### src/rtl/ps2_event_tx.sv
// PS/2 device-side transmitter: queues key events, expands them to [E0] [F0] code
// and serialises each byte as an 11-bit frame, backing off while the host inhibits.
module ps2_event_tx #(
    parameter int DEPTH = 8,
    parameter int HALF  = 2000,
    parameter int GAP   = 4000
) (
    input  logic                   CLOCK_50,
    input  logic                   resetn,
    input  logic                   ev_valid,
    output logic                   ev_ready,
    input  logic                   ev_break,
    input  logic                   ev_ext,
    input  logic [7:0]             ev_code,
    input  logic                   host_clk_i,
    output logic                   ps2_clk_o,
    output logic                   ps2_dat_o,
    output logic                   busy,
    output logic [$clog2(DEPTH):0] fifo_count,
    output logic                   overflow
);
    localparam int AW   = $clog2(DEPTH);
    localparam int CW   = AW + 1;
    localparam int TMAX = (HALF > GAP) ? HALF : GAP;
    localparam int TW   = $clog2(TMAX + 1);
    localparam logic [TW-1:0] HALF_LD = TW'(HALF - 1);
    localparam logic [TW-1:0] GAP_LD  = TW'(GAP - 1);

    typedef enum logic [2:0] {IDLE, LOAD, SETUP, LOW, GAP_WAIT, INHIBIT} state_t;
    state_t state;

    logic [9:0]    mem [DEPTH];
    logic [AW-1:0] wr_ptr, rd_ptr;
    logic          push, pop;
    logic          sync1, sync2, inhibit;
    logic [TW-1:0] tcnt;
    logic [3:0]    bitn, nbit;
    logic [1:0]    idx, last;
    logic          fin;
    logic [7:0]    bytes [3];
    logic [7:0]    cur;
    logic [10:0]   frame;
    logic [9:0]    head;

    // Handshake: an event transfers on any rising edge with ev_valid & ev_ready. ev_ready is
    // also high in LOAD, because that edge pops a slot, so a full FIFO can take a push then.
    assign pop      = (state == LOAD);
    assign ev_ready = (fifo_count != CW'(DEPTH)) || pop;
    assign push     = ev_valid && ev_ready;
    assign busy     = (state != IDLE) || (fifo_count != '0);
    assign inhibit  = !sync2 && ps2_clk_o;
    assign head     = mem[rd_ptr];
    assign cur      = bytes[idx];
    assign frame    = {1'b1, ~^cur, cur, 1'b0};
    assign nbit     = bitn + 4'd1;

    always_ff @(posedge CLOCK_50) begin
        if (push) mem[wr_ptr] <= {ev_break, ev_ext, ev_code};
    end

    always_ff @(posedge CLOCK_50 or negedge resetn) begin
        if (!resetn) begin
            wr_ptr     <= '0;
            rd_ptr     <= '0;
            fifo_count <= '0;
            overflow   <= 1'b0;
            sync1      <= 1'b1;
            sync2      <= 1'b1;
        end else begin
            sync1 <= host_clk_i;
            sync2 <= sync1;
            if (push) wr_ptr <= wr_ptr + AW'(1);
            if (pop)  rd_ptr <= rd_ptr + AW'(1);
            if (push && !pop)      fifo_count <= fifo_count + CW'(1);
            else if (pop && !push) fifo_count <= fifo_count - CW'(1);
            if (ev_valid && !ev_ready) overflow <= 1'b1;
        end
    end

    always_ff @(posedge CLOCK_50 or negedge resetn) begin
        if (!resetn) begin
            state     <= IDLE;
            ps2_clk_o <= 1'b1;
            ps2_dat_o <= 1'b1;
            tcnt      <= '0;
            bitn      <= '0;
            idx       <= '0;
            last      <= '0;
            fin       <= 1'b0;
            bytes[0]  <= '0;
            bytes[1]  <= '0;
            bytes[2]  <= '0;
        end else begin
            case (state)
                IDLE: begin
                    if (fifo_count != '0 && !inhibit) state <= LOAD;
                end
                LOAD: begin
                    case (head[9:8])   // {break, ext}
                        2'b00: begin
                            bytes[0] <= head[7:0];
                            last     <= 2'd0;
                        end
                        2'b01: begin
                            bytes[0] <= 8'hE0;
                            bytes[1] <= head[7:0];
                            last     <= 2'd1;
                        end
                        2'b10: begin
                            bytes[0] <= 8'hF0;
                            bytes[1] <= head[7:0];
                            last     <= 2'd1;
                        end
                        default: begin
                            bytes[0] <= 8'hE0;
                            bytes[1] <= 8'hF0;
                            bytes[2] <= head[7:0];
                            last     <= 2'd2;
                        end
                    endcase
                    idx       <= '0;
                    bitn      <= '0;
                    fin       <= 1'b0;
                    tcnt      <= HALF_LD;
                    ps2_dat_o <= 1'b0;
                    state     <= SETUP;
                end
                SETUP: begin
                    if (inhibit) begin
                        ps2_dat_o <= 1'b1;
                        bitn      <= '0;
                        tcnt      <= GAP_LD;
                        state     <= INHIBIT;
                    end else if (tcnt == '0) begin
                        ps2_clk_o <= 1'b0;
                        tcnt      <= HALF_LD;
                        state     <= LOW;
                    end else begin
                        tcnt <= tcnt - TW'(1);
                    end
                end
                LOW: begin
                    if (tcnt == '0) begin
                        ps2_clk_o <= 1'b1;
                        if (bitn != 4'd10) begin
                            bitn      <= nbit;
                            ps2_dat_o <= frame[nbit];
                            tcnt      <= HALF_LD;
                            state     <= SETUP;
                        end else begin
                            ps2_dat_o <= 1'b1;
                            tcnt      <= GAP_LD;
                            state     <= GAP_WAIT;
                        end
                    end else begin
                        tcnt <= tcnt - TW'(1);
                    end
                end
                GAP_WAIT: begin
                    // The byte just sent is complete, so an inhibit here resumes with the next one.
                    if (inhibit) begin
                        bitn  <= '0;
                        tcnt  <= GAP_LD;
                        state <= INHIBIT;
                        if (idx != last) idx <= idx + 2'd1;
                        else             fin <= 1'b1;
                    end else if (tcnt == '0) begin
                        if (idx != last) begin
                            idx       <= idx + 2'd1;
                            bitn      <= '0;
                            ps2_dat_o <= 1'b0;
                            tcnt      <= HALF_LD;
                            state     <= SETUP;
                        end else begin
                            state <= IDLE;
                        end
                    end else begin
                        tcnt <= tcnt - TW'(1);
                    end
                end
                INHIBIT: begin
                    if (inhibit) begin
                        tcnt <= GAP_LD;
                    end else if (tcnt == '0) begin
                        if (fin) begin
                            state <= IDLE;
                        end else begin
                            ps2_dat_o <= 1'b0;
                            tcnt      <= HALF_LD;
                            state     <= SETUP;
                        end
                    end else begin
                        tcnt <= tcnt - TW'(1);
                    end
                end
                default: state <= IDLE;
            endcase
        end
    end
endmodule

### config.mk
export PLATFORM = sky130hd
export DESIGN_NAME = ps2_event_tx
export DESIGN_NICKNAME = d
export VERILOG_FILES = /design/src/rtl/ps2_event_tx.sv
export SDC_FILE = /design/constraint.sdc
export NUM_CORES = 1
export LEC_CHECK = 0
export ABC_AREA = 1
export BUFFER_PORTS_ARGS = -buffer_cell sky130_fd_sc_hd__buf_2
export CORE_ASPECT_RATIO = 0.7
export CORE_MARGIN = 1.5
export CORE_UTILIZATION = 40
export DETAILED_ROUTE_END_ITERATION = 12
export PLACE_DENSITY = 0.67
export SLEW_MARGIN = 15
export SYNTH_ARGS = -nofsm -noshare
export SYNTH_HDL_FRONTEND = slang
export SYNTH_SLANG_ARGS = --single-unit
### constraint.sdc
create_clock -name CLOCK_50 -period 2.25 [get_ports CLOCK_50]
set_clock_uncertainty 0.15 [all_clocks]
set_input_delay 0.1125 -clock CLOCK_50 [delete_from_list [all_inputs] [get_ports CLOCK_50]]
set_output_delay 0.1125 -clock CLOCK_50 [all_outputs]
set_load 0.05 [all_outputs]
==> qor.csv, run 1 <==
metric;value;unit
fillCellCount;1480;
place_ws;-0.201;ns
drt_first_pass_iters;5;
multi_input_area;2590;sq um
clock_latency;0.43;ns
final_cells;1051;
drcViolationCount;0;
min_period_over_period;1.06;
syn_avg_cell_area;9.50;sq um
required;2.41;ns
synth-edff-count;80;
syn2layout_area_growth;26.2;%
synth_area;6810;sq um
rows;39;
grt_pass1_vias;4924;
slew_viol_final;0;
grt_overflow;0;
syn_inst;716;
fin_ws;-0.137;ns
status;finished, violations left;
setup_viol;3;
finalWirelength;15.0;mm
rsz0062_at_grt;true;
tightest_slew;0.548;ns
nNetsFinal;840;
path_cells;nor2_4 -> inv_2 -> nor4_4 -> inv_2 -> nand2_2 -> inv_2 -> ha_4 -> inv_4 -> ha_4 -> a21o_1 -> a21oi_2 -> nand2_1 -> nand2_1 -> nor2_1 -> xor2_1;
worstPathArrival;2.54;ns
cts.htree.levels;4;
hold_violations;0;
fin_hold_ws;0.0647;ns
path_common_cell;inv_2;
yosys_most_used_dff;edfxtp_1;
crit_type;flop to flop;
fmax;419;MHz
synthDistinctLibCells;40;
leakagePower;0.00360;uW
slowest_stage;dfrtp_2;
seq_area_frac_synth;0.585;
cts_tree;done;
async_reset_ff_frac;0.441;
core_area;16500;sq um
regArea;3990;sq um
slew_headroom;0.631;
timing.critical_path.buf_inv;4;
syn_nets;744;
wl_per_cell;14.3;um
die_x;159;um
ys_warn_count;0;
root_buffer;clkbuf_16;
cts_made_buffers;17;
path_delay_family;simple AND/OR/NAND/NOR gates;
pwr_density_cell;855;nW/um^2
placement.io_buffers;22;
place_area;7500;sq um
violations;negative setup slack;
drt.antenna.violating_nets;0;
pin_count;23;
gp_congestion;0.852;
drv_cap;0;
irDropWorstVdd;0.756;mV
drt-initial-drc-count;382;
cts.sinks;143;
final.min_clock_period;2.39;ns
ys_ff_latch;143;
hold_path_class;primary input to asynchronous set/reset pin;
dr_total_vias;5192;
final_area;8590;sq um
slowest_delay;0.42;ns
place_hpwl;10.3;mm
antenna_found_initial;1;
dp_cells;984;
clk_pin_slew;0.07;ns
die_h;112;um
start_util;0.413;
grt_pass1_wl;25.3;mm
path_max_fanout;3;
worstSetupEndpointType;flop;
drive_gt1_frac;0.240;
grt_max_degree;64;
grt_usage;0.183;
cts_buffer_depth;2;
dieArea;17800;sq um
start_kind;flop;
tns;-0.209;ns
via_per_inst;4.94;
==> layout make-up <==
cell class,instances,area share
inverters,82,0.0367
repair buffers,98,0.0972
well taps,225,0.0328
diodes,1,0.000291
flip-flops and latches,143,0.465
clock buffers,17,0.0495
clock inverters,15,0.0168
multi-input cells,470,0.302
==> per-layer routing <==
layer / share of wire / track usage
met4: 0.0087 / 0.0522
met2: 0.42 / 0.264
met3: 0.057 / 0.0440
met5: 0 / 0
met1: 0.51 / 0.272
==> synthesized netlist by cell type, drive strengths merged, types with 6 or more instances <==
cell    instances  area (sq um)
nor2           98           398
a22oi           6          45.0
dfrtp          59          1480
a21oi          18          93.8
o21ai         101           509
edfxtp         80          2400
nand3          19           120
clkbuf         15          56.3
nor3            6          30.0
nand2         154           618
o22ai          15          93.8
xor2            8          70.1
o221ai          8          70.1
buf             6          41.3
ha             13           163
inv            82           308
==> path summary, 6_finish.rpt <==
kind,cells past startpoint,slack [ns],to,startpoint
worst min register to register,0,0.21,sync2$_DFF_PN1_,sync1$_DFF_PN1_
worst max register to register,15,-0.14,fifo_count[3]$_DFFE_PN0P_,fifo_count[0]$_DFFE_PN0P_
min in group CLOCK_50,2,0.19,sync1$_DFF_PN1_,host_clk_i
max in group asynchronous,3,1.53,sync1$_DFF_PN1_,resetn
worst max-delay path,15,-0.14,fifo_count[3]$_DFFE_PN0P_,fifo_count[0]$_DFFE_PN0P_
worst min-delay path,3,0.06,bytes[9]$_DFFE_PN0P_,resetn
==> through the flow <==
step | utilization | total power, uW
final | 0.521 | 7340
after global routing | 0.521 | 7660
after CTS | 0.507 | 7240
after detailed placement | 0.455 | 4370
after global placement | 0.455 | 4360
after floorplan | - | 3930
==> sequential cells by signal, summed over array words and instances, names as in the netlist, 3 cells and up <==
signal,flops
mem,80
bytes,24
state,3
wr_ptr,3
fifo_count,4
rd_ptr,3
tcnt,12
bitn,4
==> worst min-delay path: cells and delay by family <==
family,cells,cell delay [ns]
buffers and inverters,3,0.93
==> cell families after synthesis <==
family	after synthesis	share of synthesized area
adders and majority gates	14	0.0268
DFF	143	0.585
xor gates and xnor gates	11	0.0142
buffers and inverters	103	0.0596
AOI/OAI and AO/OA	161	0.134
and+or+nand+nor	284	0.180
==> placed cells by master, fill, tap and decap left out, types with 5 or more instances in the layout <==
cell	count
a21oi_1	15
a22oi_1	6
buf_12	8
buf_2	21
buf_4	51
buf_6	5
clkbuf_16	17
dfrtp_1	54
dfrtp_2	5
dlygate4sd3_1	13
edfxtp_1	80
ha_1	11
inv_1	64
inv_2	15
inv_6	5
inv_8	5
nand2_1	141
nand2_2	10
nand3_1	16
nor2_1	79
nor2_2	5
nor2_4	14
nor3_1	5
o21ai_0	82
o21ai_1	14
o21ai_2	5
o221ai_1	8
o22ai_1	15
xor2_1	8
==> where the power goes <==
group          leakage, uW  switching [uW]  internal [uW]
clock             0.000285            1230           1470
combinational      0.00182             867            593
sequential         0.00150             100           3080
total              0.00360            2200           5140
==> repair_timing <==
action	CTS	global route
endpoints found under the setup margin	73	104
hold endpoints to repair	146	0
resized for setup	12	35
setup buffers	11	10
hold buffers	13	0
gates cloned	0	1
pin swaps	9	16
No activity file was read; power rests on OpenSTA's default activity.
==> inputs of run 2 (changes only) <==
--- a/config.mk
+++ b/config.mk
@@ -11,7 +11,7 @@
 export CORE_MARGIN = 1.5
 export CORE_UTILIZATION = 40
 export DETAILED_ROUTE_END_ITERATION = 12
-export PLACE_DENSITY = 0.67
+export PLACE_DENSITY = 0.64
 export SLEW_MARGIN = 15
 export SYNTH_ARGS = -nofsm -noshare
 export SYNTH_HDL_FRONTEND = slang
==> constraint.sdc (replaced) <==
create_clock -name CLOCK_50 -period 2.57 [get_ports CLOCK_50]
set_clock_uncertainty 0.15 [all_clocks]
set_input_delay 0.1285 -clock CLOCK_50 [delete_from_list [all_inputs] [get_ports CLOCK_50]]
set_output_delay 0.1285 -clock CLOCK_50 [all_outputs]
set_load 0.05 [all_outputs]
==> qor.csv, run 2 (synthesized netlist as in run 1, its figures left out) <==
metric;value;unit
status;finished clean;
reg2reg_from;fifo_count[0]$_DFFE_PN0P_;
timing.rr.end;fifo_count[3]$_DFFE_PN0P_;
worstPathArrival;2.54;ns
final_cells;1019;
nNetsFinal;809;
pin_count;23;
cts.sinks;143;
gp_congestion;0.811;
wl_per_cell;14.5;um
rsz0062_at_grt;false;
reg_top3;mem x80, bytes x24, tcnt x12;
grt_max_degree;64;
grt_overflow;0;
pwr_density_cell;745;nW/um^2
die_x;159;um
rows;39;
diodes;0;
setup_viol;0;
grt_pass1_wl;25.0;mm
fin_hold_ws;0.0921;ns
clock_latency;0.42;ns
dr_total_vias;4999;
antenna_found_initial;0;
power;6020;uW
via_per_inst;4.91;
drt_first_pass_iters;5;
largest_register_ffs;80;
fmax;418;MHz
cts_made_buffers;17;
r2r_slack;0.18;ns
hold_violations;0;
path_max_fanout;5;
rr_worst_depth;15;
mostFrequentLayoutCell;nand2_1;
drt.antenna.violating_nets;0;
crit_type;flop to flop;
cts.htree.levels;4;
final_cell_mix;143 x nand2_1, 89 x nor2_1, 86 x o21ai_0, 80 x edfxtp_1, 69 x inv_1;
worstSetupEndpointType;flop;
drv_cap;0;
slew_viol_final;0;
drive_gt1_frac;0.173;
syn2layout_area_growth;18.8;%
irDropWorstVdd;0.408;mV
root_buffer;clkbuf_16;
drcViolationCount;0;
die_h;112;um
start_kind;flop;
placement.io_buffers;22;
finalWirelength;14.8;mm
dieArea;17800;sq um
post-route-util;0.490;
min_period_over_period;0.932;
cts_tree;done;
slew_headroom;0.326;
grt_pass1_vias;4842;
dp_cells;974;
tightest_slew;1.01;ns
clk_pin_slew;0.06;ns
leakagePower;0.00337;uW
drt-initial-drc-count;468;
start_util;0.413;
place_hpwl;9.97;mm
core_area;16500;sq um
regMostFlops;mem;
required;2.72;ns
grt_usage;0.178;
cts_buffer_depth;2;
hold_path_class;primary input to asynchronous set/reset pin;
final.min_clock_period;2.39;ns
-- run 2: cell types whose count changed in the layout (fill, tap and decap cells not counted), sizes merged --
cell | before | now
clkinvlp | 0 | 4
inv | 92 | 89
buf | 85 | 54
clkinv | 5 | 4
diode | 1 | 0
-- run 2: timing repair --
item	CTS	global route
hold buffers	13	0
resized for setup	0	5
endpoints found under the hold margin	148	0
buffers inserted	0	0
setup endpoints to repair	0	4
-- run 2: routing by layer --
layer | track usage | part of all wire | vias up
li1 | - | - | 2547
met1 | 0.268 | 0.53 | 2324
met2 | 0.262 | 0.42 | 118
met3 | 0.0366 | 0.037 | 10
met4 | 0.0465 | 0.0077 | 0
met5 | 0 | 0 | -
-- run 2: metrics by stage --
step | setup slack, ns | cell area (sq um) | setup TNS, ns
after global placement | 0.180 | 7390 | 0
after global routing | 0.000342 | 8090 | 0
after floorplan | -0.0956 | 6850 | -0.0956
final | 0.175 | 8090 | 0
after detailed placement | 0.165 | 7390 | 0
after CTS | 0.152 | 8080 | 0
-- run 2: power breakdown --
group | internal, uW | leakage, uW | total, uW | switching (uW)
clock | 1270 | 0.000267 | 2320 | 1050
combinational | 301 | 0.00161 | 920 | 619
sequential | 2700 | 0.00150 | 2780 | 85.1
-- run 2: final cells by class --
class / count / area (sq um)
fill: 1532 / 8410
sequential: 143 / 3990
multi-input combinational: 470 / 2450
timing repair buffer: 67 / 497
clock buffer: 17 / 425
inverter: 82 / 314
tap: 225 / 282
clock inverter: 15 / 130
-- run 2: how the worst max path moves through the flow --
| stage | startpoint | to | slack, ns | cells past startpoint |
|---|---|---|---|---|
| 2_1_floorplan | fifo_count[0]$_DFFE_PN0P_ | fifo_count[3]$_DFFE_PN0P_ | -0.1 | 15 |
| 3_3_place_gp | fifo_count[0]$_DFFE_PN0P_ | fifo_count[3]$_DFFE_PN0P_ | 0.18 | 15 |
| 3_5_place_dp | fifo_count[0]$_DFFE_PN0P_ | fifo_count[3]$_DFFE_PN0P_ | 0.17 | 15 |
| 4_1_cts | fifo_count[0]$_DFFE_PN0P_ | fifo_count[3]$_DFFE_PN0P_ | 0.15 | 14 |
| 5_1_grt | fifo_count[0]$_DFFE_PN0P_ | fifo_count[3]$_DFFE_PN0P_ | 0.0003 | 14 |
| 6_report | fifo_count[0]$_DFFE_PN0P_ | fifo_count[3]$_DFFE_PN0P_ | 0.18 | 15 |
-- run 2: worst max-delay path: stages (launching register included) --
cell     delay (ns)
dfrtp_2        0.41
nor2_2         0.12
inv_1          0.05
nor4_2         0.31
inv_2          0.07
nand2_2        0.09
inv_2          0.07
ha_4           0.17
inv_4          0.07
ha_4           0.19
a21o_1         0.16
a21oi_2        0.14
nand2_1        0.06
nand2_1        0.05
nor2_1         0.04
xor2_1         0.13
